==> config.mk <==
export PLATFORM = sky130hd
export DESIGN_NAME = mmio_out_bank
export DESIGN_NICKNAME = d
export VERILOG_FILES = /design/src/rtl/mmio_pkg.sv /design/src/rtl/mmio_lane_align.sv /design/src/rtl/mmio_out_bank.sv
export SDC_FILE = /design/constraint.sdc
export NUM_CORES = 1
export LEC_CHECK = 0
export BUFFER_PORTS_ARGS = -buffer_cell sky130_fd_sc_hd__buf_2
export CAP_MARGIN = 20
export CORE_UTILIZATION = 59
export CTS_CLUSTER_SIZE = 24
export DETAILED_ROUTE_END_ITERATION = 10
export PLACE_DENSITY_LB_ADDON = 0.2
export SLEW_MARGIN = 20
export SYNTH_ARGS = -nofsm -noshare
export SYNTH_HDL_FRONTEND = slang
export SYNTH_SLANG_ARGS = --single-unit
==> constraint.sdc <==
create_clock -name i_clk -period 2.2 [get_ports i_clk]
set_input_delay 0 -clock i_clk [delete_from_list [all_inputs] [get_ports i_clk]]
set_output_delay 0 -clock i_clk [all_outputs]
set_load 0.01 [all_outputs]
==> src/rtl/mmio_pkg.sv <==
// rtl/mmio_pkg.sv - shared codes, address field layout and lane-op helper for the MMIO output bank
package mmio_pkg;

  // RISC-V load width codes
  localparam logic [2:0] F3_LB  = 3'b000;
  localparam logic [2:0] F3_LH  = 3'b001;
  localparam logic [2:0] F3_LW  = 3'b010;
  localparam logic [2:0] F3_LBU = 3'b100;
  localparam logic [2:0] F3_LHU = 3'b101;

  // RISC-V store width codes
  localparam logic [2:0] F3_SB  = 3'b000;
  localparam logic [2:0] F3_SH  = 3'b001;
  localparam logic [2:0] F3_SW  = 3'b010;

  // Store operation selected by address bits [11:10]
  typedef enum logic [1:0] {
    OP_WR  = 2'b00,
    OP_SET = 2'b01,
    OP_CLR = 2'b10,
    OP_TGL = 2'b11
  } op_e;

  // Address field positions
  localparam int CH_LSB  = 12;
  localparam int CH_W    = 4;
  localparam int OP_LSB  = 10;
  localparam int OP_W    = 2;
  localparam int OFS_LSB = 0;
  localparam int OFS_W   = 2;

  // Apply a read-modify-write op to the enabled byte lanes of a register
  function automatic logic [31:0] apply_op(input op_e op, input logic [31:0] r,
                                           input logic [31:0] d, input logic [3:0] be);
    logic [31:0] n;
    logic [31:0] res;
    case (op)
      OP_WR:   n = d;
      OP_SET:  n = r | d;
      OP_CLR:  n = r & ~d;
      OP_TGL:  n = r ^ d;
      default: n = r;
    endcase
    for (int i = 0; i < 4; i++) begin
      res[8*i +: 8] = be[i] ? n[8*i +: 8] : r[8*i +: 8];
    end
    return res;
  endfunction

endpackage

==> src/rtl/mmio_lane_align.sv <==
// rtl/mmio_lane_align.sv - byte-lane enables, store data alignment and load extraction
module mmio_lane_align
  import mmio_pkg::*;
(
  input  logic        is_store,
  input  logic [2:0]  func3,
  input  logic [1:0]  offset,
  input  logic [31:0] wdata,
  input  logic [31:0] rword,
  output logic [3:0]  byte_en,
  output logic [31:0] wdata_al,
  output logic [31:0] rdata_ext,
  output logic        illegal
);

  logic [4:0]  shamt;
  logic [31:0] rshift;

  assign shamt    = {offset, 3'b000};
  assign wdata_al = wdata << shamt;
  assign rshift   = rword >> shamt;

  // Legality and lane selection depend on access width and offset alignment
  always_comb begin
    byte_en = 4'b0000;
    illegal = 1'b1;
    if (is_store) begin
      case (func3)
        F3_SB: begin
          byte_en = 4'b0001 << offset;
          illegal = 1'b0;
        end
        F3_SH: begin
          byte_en = 4'b0011 << offset;
          illegal = offset[0];
        end
        F3_SW: begin
          byte_en = 4'b1111;
          illegal = (offset != 2'd0);
        end
        default: illegal = 1'b1;
      endcase
    end else begin
      case (func3)
        F3_LB, F3_LBU: illegal = 1'b0;
        F3_LH, F3_LHU: illegal = offset[0];
        F3_LW:         illegal = (offset != 2'd0);
        default:       illegal = 1'b1;
      endcase
    end
  end

  // Pull the addressed lane down to bit 0 and extend it; illegal loads read as zero
  always_comb begin
    rdata_ext = 32'd0;
    if (!illegal) begin
      case (func3)
        F3_LB:   rdata_ext = {{24{rshift[7]}}, rshift[7:0]};
        F3_LBU:  rdata_ext = {24'd0, rshift[7:0]};
        F3_LH:   rdata_ext = {{16{rshift[15]}}, rshift[15:0]};
        F3_LHU:  rdata_ext = {16'd0, rshift[15:0]};
        F3_LW:   rdata_ext = rshift;
        default: rdata_ext = 32'd0;
      endcase
    end
  end

endmodule

==> src/rtl/mmio_out_bank.sv <==
// rtl/mmio_out_bank.sv - bank of 32-bit MMIO output channels with byte-lane RMW ops; OUTBUF_BLINK_EN adds a blink mask
module mmio_out_bank
  import mmio_pkg::*;
#(
  parameter int NUM_CH    = 5,
  parameter int BLINK_DIV = 25000000
) (
  input  logic                  i_clk,
  input  logic                  i_rst_n,
  input  logic                  i_wren,
  input  logic                  i_rden,
  input  logic [2:0]            i_func3,
  input  logic [31:0]           i_addr,
  input  logic [31:0]           i_wdata,
  output logic [31:0]           o_rdata,
  output logic                  o_rvalid,
  output logic                  o_misalign,
  output logic [NUM_CH*32-1:0]  o_ch_data,
  output logic                  o_blink_phase
);

  localparam logic [3:0] NUM_CH_C = 4'(NUM_CH);

  logic [CH_W-1:0]  ch;
  op_e              op;
  logic [OFS_W-1:0] ofs;
  logic             ch_hit;
  logic             mask_hit;
  logic             mapped;

  logic [3:0]       st_be;
  logic [31:0]      st_data;
  logic             st_illegal;
  logic             st_fire;
  logic [31:0]      ld_word;
  logic [31:0]      ld_ext;
  logic             ld_illegal;

  logic [NUM_CH*32-1:0] ch_flat;
  logic [31:0]          blink_kill;

  logic [31:0] st_unused_rdata;
  logic [3:0]  ld_unused_be;
  logic [31:0] ld_unused_wd;
  logic        unused_addr;

  assign ch  = i_addr[CH_LSB +: CH_W];
  assign op  = op_e'(i_addr[OP_LSB +: OP_W]);
  assign ofs = i_addr[OFS_LSB +: OFS_W];
  assign unused_addr = ^{i_addr[31:16], i_addr[9:2]};

  assign ch_hit  = (ch < NUM_CH_C);
  assign mapped  = ch_hit | mask_hit;
  assign st_fire = i_wren & mapped & ~st_illegal;

  mmio_lane_align u_store_align (
    .is_store  (1'b1),
    .func3     (i_func3),
    .offset    (ofs),
    .wdata     (i_wdata),
    .rword     (32'd0),
    .byte_en   (st_be),
    .wdata_al  (st_data),
    .rdata_ext (st_unused_rdata),
    .illegal   (st_illegal)
  );

  mmio_lane_align u_load_align (
    .is_store  (1'b0),
    .func3     (i_func3),
    .offset    (ofs),
    .wdata     (32'd0),
    .rword     (ld_word),
    .byte_en   (ld_unused_be),
    .wdata_al  (ld_unused_wd),
    .rdata_ext (ld_ext),
    .illegal   (ld_illegal)
  );

`ifdef OUTBUF_BLINK_EN
  localparam int              CNT_W    = (BLINK_DIV > 2) ? $clog2(BLINK_DIV) : 1;
  localparam logic [CNT_W-1:0] CNT_LAST = CNT_W'(BLINK_DIV - 1);

  logic [31:0]      mask_q;
  logic [CNT_W-1:0] blink_cnt;

  assign mask_hit   = (ch == NUM_CH_C);
  assign blink_kill = mask_q & {32{o_blink_phase}};

  // Blink mask register shares the channel op and lane semantics
  always_ff @(posedge i_clk or negedge i_rst_n) begin
    if (!i_rst_n) begin
      mask_q <= 32'd0;
    end else if (st_fire && mask_hit) begin
      mask_q <= apply_op(op, mask_q, st_data, st_be);
    end
  end

  // Free-running half-period counter; phase flips each time it wraps
  always_ff @(posedge i_clk or negedge i_rst_n) begin
    if (!i_rst_n) begin
      blink_cnt     <= '0;
      o_blink_phase <= 1'b0;
    end else if (blink_cnt == CNT_LAST) begin
      blink_cnt     <= '0;
      o_blink_phase <= ~o_blink_phase;
    end else begin
      blink_cnt <= blink_cnt + 1'b1;
    end
  end
`else
  logic unused_blink_div;

  assign mask_hit         = 1'b0;
  assign blink_kill       = 32'd0;
  assign o_blink_phase    = 1'b0;
  assign unused_blink_div = (BLINK_DIV < 2);
`endif

  // Select the addressed register word for loads; unmapped channels read zero
  always_comb begin
    ld_word = 32'd0;
    for (int k = 0; k < NUM_CH; k++) begin
      if (ch == 4'(k)) ld_word = ch_flat[32*k +: 32];
    end
`ifdef OUTBUF_BLINK_EN
    if (mask_hit) ld_word = mask_q;
`endif
  end

  // Channel registers: apply the decoded op on the enabled lanes of the addressed channel
  always_ff @(posedge i_clk or negedge i_rst_n) begin
    if (!i_rst_n) begin
      ch_flat <= '0;
    end else if (st_fire && ch_hit) begin
      for (int k = 0; k < NUM_CH; k++) begin
        if (ch == 4'(k)) ch_flat[32*k +: 32] <= apply_op(op, ch_flat[32*k +: 32], st_data, st_be);
      end
    end
  end

  // Registered load response and misalign pulse; loads see the pre-store value
  always_ff @(posedge i_clk or negedge i_rst_n) begin
    if (!i_rst_n) begin
      o_rdata    <= 32'd0;
      o_rvalid   <= 1'b0;
      o_misalign <= 1'b0;
    end else begin
      o_rvalid   <= i_rden;
      o_misalign <= (i_wren & mapped & st_illegal) | (i_rden & mapped & ld_illegal);
      if (i_rden) o_rdata <= mapped ? ld_ext : 32'd0;
    end
  end

  assign o_ch_data = ch_flat & ~{NUM_CH{blink_kill}};

endmodule

# Word level (Yosys, flattened, before mapping)

Index checks and enable logic that the tools add are counted.

Bits in registers: 194
Bits of input ports: 71
Output and inout port bits: 195
Logic and storage cells: 105

$lt $le $gt $ge: 1
Equal/unequal tests: 11
Shifts and indexed selects: 4
Muxes and demuxes: 16
Bitwise gates (word level): 23
Reductions and logical operators: 27

Operator list:

| operator              | count |
|---|---|
| $pmux W32 S4          | 5 |
| $mux W32              | 7 |
| $and A32 B32 Y32      | 5 |
| $or A32 B32 Y32       | 5 |
| $pmux W32 S5          | 1 |
| $xor A32 B32 Y32      | 5 |
| $reduce_and A3 Y1     | 20 |
| $not A32 Y32          | 1 |
| $shl A32 B5 Y32       | 1 |
| $shr A32 B5 Y32       | 1 |
| $pmux W4 S3           | 1 |
| $eq A4 B2 Y1 const B  | 2 |
| $eq A3 B3 Y1 const B  | 2 |
| $pmux W1 S3           | 2 |
| $and A1 B1 Y1         | 5 |
| $eq A2 B2 Y1 const B  | 2 |
| $eq A4 B1 Y1 const B  | 1 |
| $eq A4 B3 Y1 const B  | 1 |
| $logic_not A4 Y1      | 1 |
| $lt A4 B3 Y1 const B  | 1 |
| $reduce_or A2 Y1      | 2 |
| $shl A1 B2 Y4 const A | 1 |
| $shl A2 B2 Y4 const A | 1 |
| $eq A3 B1 Y1 const B  | 1 |
| 8 further kinds       | 8 |

# Logic depth before layout (Yosys ltp)

Gate-level depths: netlist (run 1).

Depth in word-level cells: 10
Depth in mapped cells: 12
Depth with buffers taken out: 9

# Hierarchy

From an unflattened synthesis (run 1), not the netlist that was laid out.

Cell total of the unflattened synthesis: 1943
Area, all modules: 20614.8 µm²

By module, submodules not included:

| module          | instances | cells an instance | area an instance (µm²) | sequential area each (µm²) |
|---|---|---|---|---|
| mmio_out_bank   | 1         | 1503              | 17884.7                | 4854.7 |
| mmio_lane_align | 2         | 220               | 1365.1                 | 0.0 |

# Worst setup path after synthesis (run 1)

Ideal clock, no wire load.

Path kind: input port to flip-flop
Start point: in i_addr[0]
End point: reg ch_flat[24] (netlist: o_ch_data[24])
Setup time: 132 ps
Arrival: 2265 ps
Required time: 2068 ps
Slack: -197 ps
Cell stages on the path: 11
Path buffers: 3
Cells stage by stage: buf_2 -> buf_2 -> clkbuf_1 -> mux2i_1 -> nor2_1 -> a21oi_1 -> ha_1 -> nand2_1 -> o21ai_0 -> a211oi_1 -> a21oi_1

Word-level cells in the longest chain between the ends: 6
Elaborated cells on any way between the ends: 15
Classes of those cells: shift: 3; mux: 3; bitwise: 6; reduce/logical: 3

Ends and longest elaborated chain:

| item                                                    | RTL line             | RTL |
|---|---|---|
| from (decl)                                             | mmio_out_bank.sv:13  | `input logic [31:0] i_addr,` |
| branches (longest 6 deep; another with $shl A32 B5 Y32) | n/a                  |  |
| to (signal, indexed assignment)                         | mmio_out_bank.sv:137 | `if (ch == 4'(k)) ch_flat[32*k +: 32] <= apply_op(op, ch_flat[32*k +: 32], st_data, st_be);` |
| to (decl)                                               | mmio_out_bank.sv:39  | `logic [NUM_CH*32-1:0] ch_flat;` |

Parallel ways; which one is timed is not known.
A chain may end at the register's enable or synchronous reset.

# Worst setup path in the final report (run 1)

Start point: reg ch_flat[63] (netlist: o_ch_data[63])
End point: reg o_rdata[13]

Word-level cells in the longest chain between the ends: 8

Ends and longest elaborated chain:

| item                   | RTL line              | RTL |
|---|---|---|
| $mux W32 (4 in series) | mmio_out_bank.sv:124  | `if (ch == 4'(k)) ld_word = ch_flat[32*k +: 32];` |
| $shr A32 B5 Y32        | mmio_lane_align.sv:21 | `assign rshift = rword >> shamt;` |
| $pmux W32 S5           | mmio_lane_align.sv:57 | `case (func3)` |
| $mux W32               | mmio_lane_align.sv:56 | `if (!illegal) begin` |
| $mux W32               | mmio_out_bank.sv:151  | `if (i_rden) o_rdata <= mapped ? ld_ext : 32'd0;` |
| to (signal assigned)   | mmio_out_bank.sv:151  |  |
| to (decl)              | mmio_out_bank.sv:15   | `output logic [31:0] o_rdata,` |

No other way between the ends.

==> results.yml, run 1 <==
sta:
  setup-tns-final_ns: 0
  slew_headroom: 0.571
  period_minus_slack_ns: 2.05
  fin_skew_ns: 0.0128
  fin_ws_ns: 0.154
  slew_viol_final: 0
  worst_pin_slew_ns: 0.644
  fmax_mhz: 489
  finalCritPeriodShare: 0.930
  finalHoldViolCount: 0
  timing.hold.ws_ns: 0.0688
  setup_violations: 0
global_routing:
  grt_usage: 0.379
  grt_max_degree: 94
  grt_pass1_wl_um: 91900
  gr-total-overflow: 0
  antenna_found_initial: 1
  grt_pass1_vias: 16500
placed_design:
  gp_congestion: 1.02
  dp_slack_ns: -0.163
  dp_hpwl_um: 43900
  portBuffers: 240
worst_hold_path:
  hp-class: "in2reg"
finish:
  synthToLayoutAreaGrowth_pct: 15.9
  fin_nets: 2836
  final_util: 0.704
  layout-drive-gt1-share: 0.184
critical_path:
  arrival_ns: 2.40
  crit_type: "reg2reg"
  path_max_fanout: 8
  path_cells: "nand2b_1 > a211oi_1 > o22ai_1 > o211ai_1 > buf_4 > nand2_1 > o2111ai_1"
  required_ns: 2.55
  cpMaxStageDelayCell: "dfrtp_1"
  crit_family: "compound AO/OA/AOI/OAI gates"
  cp_slowest_stage_delay_ns: 0.44
  cp-start-kind: "flip-flop"
  worstPathBufferInverterCount: 1
  end_kind: "flip-flop"
pwr:
  total_power_mw: 9.60
  p_clk_frac: 0.336
  p_sw_mw: 3.23
  internal_power_mw: 6.38
  pwr_density_cell_nw_per_um2: 454
  switching_share: 0.336
  leakagePower_nw: 10.8
  peakVddDrop_mv: 0.591
  power.share.combinational: 0.262
  seqPwrFrac: 0.403
synth:
  synth_seq_area_share: 0.266
  synth_cell_types: 67
  yosysWarnings: 0
  syn_avg_cell_area_um2: 8.29
  synth_nets: 2591
  synth_edf_count: 0
  ys_ff_latch: 194
  synth_area_um2: 18200
  syn_inst: 2200
  async_reset_ff_frac: 1.00
  synth_flop_cell: "dfrtp_1"
routing:
  routedWlPerCell_um: 20.9
  drt_iter0_markers: 1766
  num_vias: 17500
  routed_wl_um: 59500
  viasPerCell: 6.16
  drc: 0
  firstDrtPassIters: 6
  final_antenna_net_count: 0
clocking:
  clkTransAtPathRegs_ns: 0.07
  h-tree-depth: 4
  clockBufferDepth: 2
  cts_setup_buffers: 0
  cts-root-buf: "clkbuf_16"
  cts_tree: "yes"
  insertion_delay_ns: 0.46
  cts-buffers-inserted: 17
  cts.sinks: 194
floorplanning:
  rows: 63
  die_area_um2: 31600
  core-area_um2: 30000
  start_util: 0.607
  die_h_um: 178
  pin_count: 266
  die_w_um: 178
flow_run:
  drv_cap: 0
outcome:
  status: "finished, final reports clean"
## worst min-delay path, stage by stage
cell and delay, ns:
buf_2 0.16, o21ai_0 0.10, o21ai_0 0.09, and2_1 0.13
## flip-flops by register name (all words and copies together), names as in the netlist
name        cells
o_ch_data     160
o_rvalid        1
o_misalign      1
o_rdata        32
## cell families (layout without fill, tap and decap cells)
family | Yosys count | in the layout | synth area share
adder cells (fa/ha/maj) | 320 | 320 | 0.220
multiplexers | 158 | 158 | 0.0914
AND/OR/NAND/NOR | 549 | 549 | 0.134
AO/OA/AOI/OAI | 590 | 590 | 0.204
XOR/XNOR | 1 | 1 | 0.000480
flip-flops | 194 | 194 | 0.266
buffers and inverters | 387 | 643 | 0.0832
other | 1 | 2 | 0.000206
## cell usage in the layout (no fill, tap or decap), types with 30 or more instances in the layout
cell,n
ha_1,320
inv_1,239
buf_2,236
nand2_1,210
dfrtp_1,194
nor2_1,191
a21oi_1,187
buf_4,118
mux2i_1,99
o21ai_0,99
a22oi_1,85
a211oi_1,70
nor3_1,44
a31oi_1,40
mux2_1,36
nor2b_1,30
## final cells by class
type | instances | area, um^2
Antenna cell | 1 | 2.50
Tap cell | 390 | 488
Inverter | 240 | 901
Sequential cell | 194 | 4850
Clock buffer | 22 | 464
Clock inverter | 8 | 105
Multi-Input combinational cell | 1619 | 11900
Timing Repair Buffer | 373 | 2400
Fill cell | 2408 | 8900
## power groups by stage
stage	logic (mW)	registers, mW	clock network [mW]
6_report	2.51	3.87	3.23
3_3_place_gp	2.33	3.92	0
4_1_cts	2.48	3.86	3.24
2_1_floorplan	1.49	3.93	0
3_5_place_dp	2.46	3.93	0
5_1_grt	2.80	3.88	3.37
## synthesized netlist by cell type (all sizes together), types with 2 or more instances
library cell / number / area [um^2]
a211oi: 70 / 526
a21oi: 195 / 983
a221oi: 8 / 70.1
a22o: 6 / 52.6
a22oi: 89 / 668
a2bb2oi: 5 / 43.8
a311oi: 2 / 17.5
a31oi: 40 / 250
a32o: 5 / 50.1
a32oi: 3 / 26.3
and2: 3 / 18.8
buf: 43 / 225
clkbuf: 104 / 390
dfrtp: 194 / 4850
ha: 320 / 4000
inv: 240 / 901
mux2: 58 / 653
mux2i: 99 / 991
nand2: 211 / 795
nand2b: 19 / 119
nand3: 8 / 40.0
nand3b: 2 / 15.0
nand4: 8 / 56.3
nor2: 191 / 717
nor2b: 31 / 194
nor3: 46 / 240
nor4: 5 / 58.8
nor4b: 3 / 47.5
o2111ai: 5 / 43.8
o211ai: 23 / 173
o21ai: 101 / 505
o21bai: 2 / 15.0
o221ai: 4 / 35.0
o22ai: 20 / 156
o311a: 5 / 50.1
or2: 6 / 37.5
or3: 7 / 43.8
or3b: 2 / 17.5
or4: 5 / 37.5
## per-stage QoR
step / std cells / cell area [um^2]
after global routing: 2847 / 21100
after floorplan: 2200 / 18300
after detailed placement: 2813 / 20500
final: 2847 / 21100
after global placement: 2813 / 20500
after CTS: 2846 / 21100
## worst paths after layout
path,end,startpoint,cells past startpoint,slack (ns)
setup / recovery,o_rdata[13]$_DFFE_PN0P_,o_ch_data[63]$_DFFE_PN0P_,7,0.15
hold / removal,o_misalign$_DFF_PN0_,i_func3[2],4,0.07
setup reg to reg,o_rdata[13]$_DFFE_PN0P_,o_ch_data[63]$_DFFE_PN0P_,7,0.15
hold reg to reg,o_rdata[3]$_DFFE_PN0P_,o_rdata[3]$_DFFE_PN0P_,1,0.50
max in group asynchronous,o_rdata[30]$_DFFE_PN0P_,i_rst_n,3,1.18
min in group asynchronous,o_ch_data[134]$_DFFE_PN0P_,i_rst_n,2,0.12
## per-layer routing
metal  wire, um  part of all wire  vias up  track usage
li1           -                 -     8149            -
met1      24700              0.42     8425        0.497
met2      27000              0.45      806        0.593
met3       5000             0.084      163       0.0814
met4       2820             0.047        0        0.180
met5          0                 0        -            0
## timing repair
item / in CTS / in global routing
resized for setup: 0 / 1
endpoints found under the setup margin: 0 / 16
endpoints found under the hold margin: 69 / 0
hold buffers: 3 / 0
No activity file was read; power rests on OpenSTA's default activity.
==> inputs of run 2 (changes only) <==
Settings changed: CORE_MARGIN set to 3.
==> results.yml, run 2 (synthesized netlist as in run 1, its figures left out) <==
pwr:
  pwr_density_cell_nw_per_um2: 452
  leakagePower_nw: 10.9
  peakVddDrop_mv: 0.544
global_routing:
  grt_max_degree: 146
  grt_use_met2: 0.571
  grt_pass1_vias: 17100
  busiest_layer: "met2"
  grt_pass1_wl_um: 94900
  met1_usage: 0.473
  met3_usage: 0.0675
  grt_usage: 0.357
  gr-total-overflow: 0
  antenna_found_initial: 2
finish:
  final_util: 0.706
  synthToLayoutAreaGrowth_pct: 16.3
  final_area_um2: 21200
  finalNonFillerCells: 2848
  final_cell_mix: "ha_1 (320), inv_1 (239), buf_2 (236), nand2_1 (210), dfrtp_1 (194)"
  final_common_cell: "ha_1"
  fin_nets: 2835
  largest_register_ff_count: 160
  layout-drive-gt1-share: 0.186
outcome:
  status: "finished, final reports clean"
critical_path:
  path_max_fanout: 4
  crit_type: "reg2reg"
  cpMaxStageDelayCell: "mux4_2"
  cp-start-kind: "flip-flop"
  required_ns: 2.51
  path_cells: "mux4_2 > a221oi_1 > buf_4 > a211oi_1 > o21ai_1 > o21ai_0"
  arrival_ns: 2.36
  end_kind: "flip-flop"
  cp_slowest_stage_delay_ns: 0.51
sta:
  worst_pin_slew_ns: 0.742
  fmax_mhz: 487
  fin_skew_ns: 0.0122
  finalCritPeriodShare: 0.933
  slew_headroom: 0.505
  slew_viol_final: 0
  timing.hold.ws_ns: 0.0339
  setup_violations: 0
  rsz0062_at_grt: "no"
  period_minus_slack_ns: 2.05
  finalHoldViolCount: 0
clocking:
  h-tree-depth: 4
  cts-buffers-inserted: 17
  cts_resized: 0
  insertion_delay_ns: 0.46
  cts_setup_buffers: 0
  clockBufferDepth: 2
  cts.sinks: 194
  cts-root-buf: "clkbuf_16"
  cts_tree: "yes"
  clkTransAtPathRegs_ns: 0.08
floorplanning:
  core-area_um2: 30000
  start_util: 0.607
  die_area_um2: 33000
  die_h_um: 182
  rows: 63
  pin_count: 266
  die_w_um: 182
routing:
  drc: 0
  viasPerCell: 6.20
  drt_iter0_markers: 1981
  final_antenna_net_count: 0
  firstDrtPassIters: 6
  num_vias: 17700
  routed_wl_um: 60200
  routedWlPerCell_um: 21.1
worst_hold_path:
  hp-class: "in2async"
flow_run:
  drv_cap: 0
placed_design:
  gp_congestion: 0.990
  dp_hpwl_um: 43500
  portBuffers: 240
  dp_cells: 2813
  post_dp_cell_area_um2: 20600
-- run 2: cell type report --
cell class	instances	area, um^2
Multi-Input combinational cell	1619	11900
Fill cell	2419	8830
Sequential cell	194	4850
Timing Repair Buffer	372	2470
Inverter	240	901
Tap cell	390	488
Clock buffer	18	439
Clock inverter	14	128
Antenna cell	1	2.50
-- run 2: critical path, delay by kind of cell (launching register included) --
family          cells  cell delay, ns
mux                 1            0.51
compound gates      4            0.77
buf+inv             1            0.20
flops               1            0.43
-- run 2: layer usage --
| metal | up-vias | wire (um) |
|---|---|---|
| met5 | - | 13 |
| met2 | 848 | 27900 |
| li1 | 8127 | - |
| met4 | 2 | 2600 |
| met1 | 8529 | 24600 |
| met3 | 145 | 5010 |
-- run 2: per-stage QoR --
stage	setup WS [ns]	power [mW]	TNS, ns
after global routing	0.0489	10.0	0
after floorplan	0.0106	5.42	0
after detailed placement	-0.0458	6.40	-0.601
after global placement	-0.0552	6.25	-0.737
after CTS	0.181	9.56	0
final	0.148	9.59	0
-- run 2: report_power, final --
group	switching (mW)	total, mW	internal (mW)
sequential	0.180	3.86	3.68
clock	1.59	3.20	1.61
combinational	1.56	2.53	0.970
total	3.33	9.59	6.26
-- run 2: worst paths after layout --
check / start / endpoint / slack, ns / cells past startpoint
max: o_ch_data[70]$_DFFE_PN0P_ / o_rdata[6]$_DFFE_PN0P_ / 0.15 / 6
min: i_rst_n / o_ch_data[102]$_DFFE_PN0P_ / 0.03 / 2
max reg2reg: o_ch_data[70]$_DFFE_PN0P_ / o_rdata[6]$_DFFE_PN0P_ / 0.15 / 6
min reg2reg: o_rdata[29]$_DFFE_PN0P_ / o_rdata[29]$_DFFE_PN0P_ / 0.51 / 2
max in group asynchronous: i_rst_n / o_ch_data[55]$_DFFE_PN0P_ / 1.40 / 3
min in group i_clk: i_wren / o_misalign$_DFF_PN0_ / 0.06 / 4
-- run 2: what timing repair did --
| action | 4_1_cts | 5_1_grt |
|---|---|---|
| setup endpoints to repair | 0 | 0 |
| hold buffers | 2 | 0 |
| hold endpoints to repair | 197 | 0 |
